--- src/rtl/mem_access_unit.sv ---
// MEM-stage load/store unit: single-outstanding req/ack data bus, store lane
// encoding, load lane extraction with sign/zero extension, ALU pass-through.
module mem_access_unit #(
  parameter int TIMEOUT = 16,
  parameter int DATA_W  = 32
) (
  input  logic              clk,
  input  logic              rst,
  input  logic              i_valid,
  input  logic [6:0]        i_opcode,
  input  logic [2:0]        i_func3,
  input  logic [DATA_W-1:0] i_result,
  input  logic [DATA_W-1:0] i_data_store,
  output logic              o_stall,
  output logic              o_valid,
  output logic [DATA_W-1:0] o_result,
  output logic              o_misalign,
  output logic              o_bus_err,
  output logic              o_dmem_req,
  output logic              o_dmem_we,
  output logic [DATA_W-1:0] o_dmem_addr,
  output logic [3:0]        o_dmem_be,
  output logic [DATA_W-1:0] o_dmem_wdata,
  input  logic              i_dmem_ack,
  input  logic [DATA_W-1:0] i_dmem_rdata
);

  localparam logic [6:0] OP_LD = 7'b0000011;
  localparam logic [6:0] OP_ST = 7'b0100011;
  localparam int CNT_W = (TIMEOUT > 1) ? $clog2(TIMEOUT) : 1;

  typedef enum logic {IDLE, REQ} state_t;

  state_t      state_reg, state_next;
  logic [CNT_W-1:0] cnt_reg;
  logic [29:0] word_addr_reg;
  logic [3:0]  be_reg;
  logic [31:0] wdata_reg;
  logic        we_reg;
  logic [2:0]  func3_reg;
  logic [1:0]  off_reg;
  logic        valid_reg, valid_next;
  logic [31:0] result_reg, result_next;
  logic        misalign_reg, misalign_next;
  logic        bus_err_reg, bus_err_next;

  logic        is_ld, is_st, is_mem, func_legal, addr_misalign, access_ok;
  logic        accept, timeout_hit;
  logic [1:0]  a;
  logic [3:0]  be_calc;
  logic [31:0] wdata_calc, load_val;
  logic [7:0]  rd_byte [4];
  logic [7:0]  byte_sel;
  logic [15:0] half_sel;

  // Decode and legality of the incoming EX result
  assign is_ld  = (i_opcode == OP_LD);
  assign is_st  = (i_opcode == OP_ST);
  assign is_mem = i_valid & (is_ld | is_st);
  assign a      = i_result[1:0];

  always_comb begin
    func_legal = 1'b0;
    if (is_ld)
      func_legal = (i_func3 == 3'b000) | (i_func3 == 3'b001) | (i_func3 == 3'b010) |
                   (i_func3 == 3'b100) | (i_func3 == 3'b101);
    else if (is_st)
      func_legal = (i_func3 == 3'b000) | (i_func3 == 3'b001) | (i_func3 == 3'b010);
  end

  assign addr_misalign = ((i_func3[1:0] == 2'b01) & a[0]) |
                         ((i_func3[1:0] == 2'b10) & (a != 2'b00));
  assign access_ok   = func_legal & ~addr_misalign;
  assign accept      = (state_reg == IDLE) & is_mem & access_ok;
  assign timeout_hit = (cnt_reg == CNT_W'(TIMEOUT - 1));
  assign o_stall     = accept | (state_reg == REQ);

  // Store lane encoding; loads reuse be_calc for the access width
  always_comb begin
    be_calc    = 4'b1111;
    wdata_calc = i_data_store;
    case (i_func3[1:0])
      2'b00: begin
        be_calc    = 4'b0001 << a;
        wdata_calc = {4{i_data_store[7:0]}};
      end
      2'b01: begin
        be_calc    = a[1] ? 4'b1100 : 4'b0011;
        wdata_calc = {2{i_data_store[15:0]}};
      end
      default: ;
    endcase
    if (!is_st)
      wdata_calc = '0;
  end

  genvar gi;
  generate
    for (gi = 0; gi < 4; gi++) begin : g_lane
      assign rd_byte[gi] = i_dmem_rdata[8*gi +: 8];
    end
  endgenerate

  assign byte_sel = rd_byte[off_reg];
  assign half_sel = off_reg[1] ? i_dmem_rdata[31:16] : i_dmem_rdata[15:0];

  always_comb begin
    case (func3_reg)
      3'b000:  load_val = {{24{byte_sel[7]}}, byte_sel};
      3'b001:  load_val = {{16{half_sel[15]}}, half_sel};
      3'b100:  load_val = {24'h0, byte_sel};
      3'b101:  load_val = {16'h0, half_sel};
      default: load_val = i_dmem_rdata;
    endcase
  end

  // FSM: state register
  always_ff @(posedge clk) begin
    if (rst)
      state_reg <= IDLE;
    else
      state_reg <= state_next;
  end

  // FSM: next state
  always_comb begin
    state_next = state_reg;
    case (state_reg)
      IDLE: if (accept) state_next = REQ;
      REQ:  if (i_dmem_ack || timeout_hit) state_next = IDLE;
      default: state_next = IDLE;
    endcase
  end

  // FSM: result pulses; ack wins over timeout in the last cycle
  always_comb begin
    valid_next    = 1'b0;
    result_next   = '0;
    misalign_next = 1'b0;
    bus_err_next  = 1'b0;
    case (state_reg)
      IDLE: begin
        if (i_valid && !(is_ld || is_st)) begin
          valid_next  = 1'b1;
          result_next = i_result;
        end else if (is_mem && !access_ok) begin
          valid_next    = 1'b1;
          misalign_next = 1'b1;
        end
      end
      REQ: begin
        if (i_dmem_ack) begin
          valid_next  = 1'b1;
          result_next = we_reg ? 32'h0 : load_val;
        end else if (timeout_hit) begin
          valid_next   = 1'b1;
          bus_err_next = 1'b1;
        end
      end
      default: ;
    endcase
  end

  always_ff @(posedge clk) begin
    if (rst) begin
      cnt_reg       <= '0;
      word_addr_reg <= '0;
      be_reg        <= '0;
      wdata_reg     <= '0;
      we_reg        <= 1'b0;
      func3_reg     <= '0;
      off_reg       <= '0;
      valid_reg     <= 1'b0;
      result_reg    <= '0;
      misalign_reg  <= 1'b0;
      bus_err_reg   <= 1'b0;
    end else begin
      valid_reg    <= valid_next;
      result_reg   <= result_next;
      misalign_reg <= misalign_next;
      bus_err_reg  <= bus_err_next;
      if (state_reg == REQ && state_next == REQ)
        cnt_reg <= cnt_reg + 1'b1;
      else
        cnt_reg <= '0;
      if (accept) begin
        word_addr_reg <= i_result[31:2];
        be_reg        <= be_calc;
        wdata_reg     <= wdata_calc;
        we_reg        <= is_st;
        func3_reg     <= i_func3;
        off_reg       <= a;
      end
    end
  end

  assign o_valid      = valid_reg;
  assign o_result     = result_reg;
  assign o_misalign   = misalign_reg;
  assign o_bus_err    = bus_err_reg;
  assign o_dmem_req   = (state_reg == REQ);
  assign o_dmem_we    = we_reg;
  assign o_dmem_addr  = {word_addr_reg, 2'b00};
  assign o_dmem_be    = be_reg;
  assign o_dmem_wdata = wdata_reg;

endmodule

--- config.mk ---
export PLATFORM = sky130hd
export DESIGN_NAME = mem_access_unit
export DESIGN_NICKNAME = d
export VERILOG_FILES = /design/src/rtl/mem_access_unit.sv
export SDC_FILE = /design/constraint.sdc
export NUM_CORES = 1
export LEC_CHECK = 0
export ABC_CLOCK_PERIOD_IN_PS = 3850
export CAP_MARGIN = 0
export CORE_MARGIN = 2
export CORE_UTILIZATION = 35
export CTS_BUF_LIST = sky130_fd_sc_hd__clkbuf_4 sky130_fd_sc_hd__clkbuf_8
export CTS_CLUSTER_DIAMETER = 40
export DETAILED_ROUTE_END_ITERATION = 10
export MAX_ROUTING_LAYER = met4
export PLACE_DENSITY_LB_ADDON = 0.15
export SYNTH_ARGS = -nofsm -noshare
export SYNTH_HDL_FRONTEND = slang
export SYNTH_SLANG_ARGS = --single-unit
--- constraint.sdc ---
create_clock -name clk -period 3.85 [get_ports clk]
set_input_delay 0.77 -clock clk [delete_from_list [all_inputs] [get_ports clk]]
set_output_delay 0.77 -clock clk [all_outputs]
set_load 0.02 [all_outputs]
==> impl_metrics.yaml, run 1 <==
status:
  status: "finished, final reports clean"
worst_setup_path:
  crit_path_max_fanout: 4
  cp.buffers_inverters: 3
  crit_cells: 6
  rr_endpoint: "o_result[9]"
  r2r_start: "off_reg[1]"
  max_stage_delay_ns: 0.60
  startpoint: "i_func3[0]"
  worst_ep_required_time_ns: 3.08
  cp-endpoint: "o_stall"
  r2r_slack_ns: 1.51
  cp_data_arrival_time_ns: 2.64
  path_delay_family: "buffers and inverters"
  worstSetupPathType: "input pin to output port"
  cp_common_cell: "clkdlybuf4s50_1"
  worstSetupEndpointType: "output port"
  crit_chain: "clkdlybuf4s50_1 -> nor4_1 -> buf_4 -> o2111ai_4 -> nand2b_1 -> clkdlybuf4s50_1"
  r2r_cells: 4
  slowest_stage: "clkdlybuf4s50_1"
  cp-start-kind: "input pin"
global_routing:
  grt_max_degree: 38
  grt_overflow: 0
  use_met1_pct: 29.00
  grt_use_met2_pct: 33.32
  grtUsageTotal_pct: 22.30
  grt_pass1_wl_um: 24050
  grt_pass1_vias: 4519
  antenna_found_initial: 0
  use_met3_pct: 4.610
  grt-busiest-layer: "met2"
power_and_ir_drop:
  ir_worst_vdd_v: 0.0001255
  cellPowerDensity_nw_per_um2: 301.4
  total_power_mw: 2.141
  cellLeakagePower_nw: 2.497
logic_synthesis:
  syn_inst: 477
  yosysUniqueCellTypes: 50
  ys_dominant_reg_cell: "dfxtp_1"
  synth.ff_latch_count: 112
  yosysWarningCount: 0
  postSynthAreaPerCell_um2: 9.789
  async_flop_share_pct: 0
  netlist_area_um2: 4669
  synth-edff-count: 0
  ys_seq_area_share_pct: 48.02
detailed_routing:
  viasPerCell: 5.128
  firstDrtPassIters: 5
  drt_iter0_drc: 295
  wire_per_inst_um: 18.08
  drcViolationCount: 0
  vias: 4395
  routed_wl_um: 15490
  detail-route-antenna-nets: 0
final_layout:
  nets: 787
  n_antenna_cell: 0
  final_common_cell: "clkdlybuf4s50_1"
  layout_common_cells: "clkdlybuf4s50_1 (212), dfxtp_1 (112), nand2_1 (96), a21oi_1 (39), mux2i_1 (26)"
  drive_above_1_share_pct: 8.811
  syn2layout_area_growth_pct: 52.12
hold_path:
  hold_class: "flop to flop"
clock_network:
  clock-root-buffer: "clkbuf_8"
  cts_resized: 0
  cts_sinks: 112
  htreeDepth: 3
  clk_path_buf_depth: 2
  clk_pin_slew_ns: 0.10
  clock_latency_ns: 0.38
  cts_buffers: 9
  post-cts-setup-buffers: 0
  cts_tree: "built"
  hold_buffers: 0
timing:
  slew_violations: 0
  fmax_mhz: 293.5
  hold_viol_final: 0
  worst_slew_pin_slew_ns: 1.022
  timing.final.crit_share_pct: 88.48
  setup_viol: 0
  rsz0062_at_grt: "no"
  fin_setup_tns_ns: 0
  fin_skew_ns: 0.004949
  period_needed_ns: 3.407
  slew_headroom_pct: 31.36
floorplanning:
  num_io_pins: 216
  die_w_um: 119.5
  num_rows: 42
  core_area_um2: 13140
  fp.dieArea_um2: 14280
  die_y_um: 119.5
  initial_utilization_pct: 35.54
flow_run:
  drv_cap: 0
placed_design:
  dp_hpwl_um: 11590
  routabilityCongestion: 0.8861
  io_buffers: 213
## cells in the mapped netlist, types with 10 or more instances
library cell	count	area share [%]
a21oi_1	40	4.3
a221o_1	16	3.4
a22o_1	17	3.2
buf_2	10	1.1
clkbuf_1	17	1.4
dfxtp_1	112	48
mux2i_1	26	5.6
nand2_1	96	7.7
nand2b_1	14	1.9
nor2_1	18	1.4
o21ai_0	13	1.4
o2bb2ai_1	13	2.4
## cell families (layout without fill, tap and decap cells)
family | Yosys count | count (layout) | synth area share, %
simple gates | 149 | 149 | 15.17
other cells | 1 | 2 | 0.08031
fa+ha+maj | 1 | 1 | 0.2679
compound gates | 134 | 134 | 22.99
mux | 36 | 36 | 8.226
flops | 112 | 112 | 48.02
buf+inv | 42 | 245 | 4.877
xor+xnor | 2 | 2 | 0.3752
## through the flow
step                      cells  cell area, µm²  worst slack (ns)  hold WS (ns)  utilization, %
after floorplan             478            4673             1.168        0.4176               -
after global placement      841            6925            0.4201        0.4251           52.71
after detailed placement    841            6925            0.4578        0.4467           52.71
after CTS                   857            7103            0.4518        0.4610           54.07
after global routing        857            7103            0.3610        0.4788           54.07
final                       857            7103            0.4433        0.4593           54.07
## worst min-delay path: cells and delay by family, from the launching register on
kind / cells / cell delay (ns)
AOI/OAI and AO/OA: 1 / 0.05
DFF: 1 / 0.32
and+or+nand+nor: 1 / 0.05
## cell type report
class | instances | area [µm²]
Clock buffer | 13 | 160.2
Clock inverter | 3 | 17.52
Fill cell | 1217 | 6035
Inverter | 4 | 15.01
Multi-Input combinational cell | 324 | 2231
Sequential cell | 112 | 2242
Tap cell | 176 | 220.2
Timing Repair Buffer | 225 | 2217
## metal layers
metal	wire length [µm]	up-vias
li1	-	2114
met1	6986	2078
met3	975	34
met2	6971	169
met5	0	-
met4	561	0
## report_power, final
group / internal, mW / switching (mW) / leakage [nW] / total, mW
sequential: 1.17 / 0.00454 / 0.907 / 1.18
combinational: 0.166 / 0.136 / 1.50 / 0.302
clock: 0.274 / 0.388 / 0.0937 / 0.662
total: 1.61 / 0.528 / 2.50 / 2.14
## worst min-delay path by stage
stage | end | slack, ns | startpoint | cells after the start
detailed placement | word_addr_reg[1] | 0.45 | word_addr_reg[1] | 2
floorplan | cnt_reg[0] | 0.42 | cnt_reg[0] | 1
global placement | cnt_reg[0] | 0.43 | cnt_reg[0] | 1
CTS | word_addr_reg[1] | 0.46 | word_addr_reg[1] | 2
finish | word_addr_reg[17] | 0.46 | word_addr_reg[17] | 2
global route | word_addr_reg[17] | 0.48 | word_addr_reg[17] | 2
Note: power is estimated with default switching activity, not from simulation.
==> inputs of run 2 (changes only) <==
--- a/config.mk
+++ b/config.mk
@@ -12,6 +12,7 @@
 export CTS_BUF_LIST = sky130_fd_sc_hd__clkbuf_4 sky130_fd_sc_hd__clkbuf_8
 export CTS_CLUSTER_DIAMETER = 40
 export DETAILED_ROUTE_END_ITERATION = 10
+export HOLD_SLACK_MARGIN = 0.03
 export MAX_ROUTING_LAYER = met4
 export PLACE_DENSITY_LB_ADDON = 0.15
 export SYNTH_ARGS = -nofsm -noshare
==> results of run 2 <==
Final layout, timing and power as in run 1 (identical DEF).
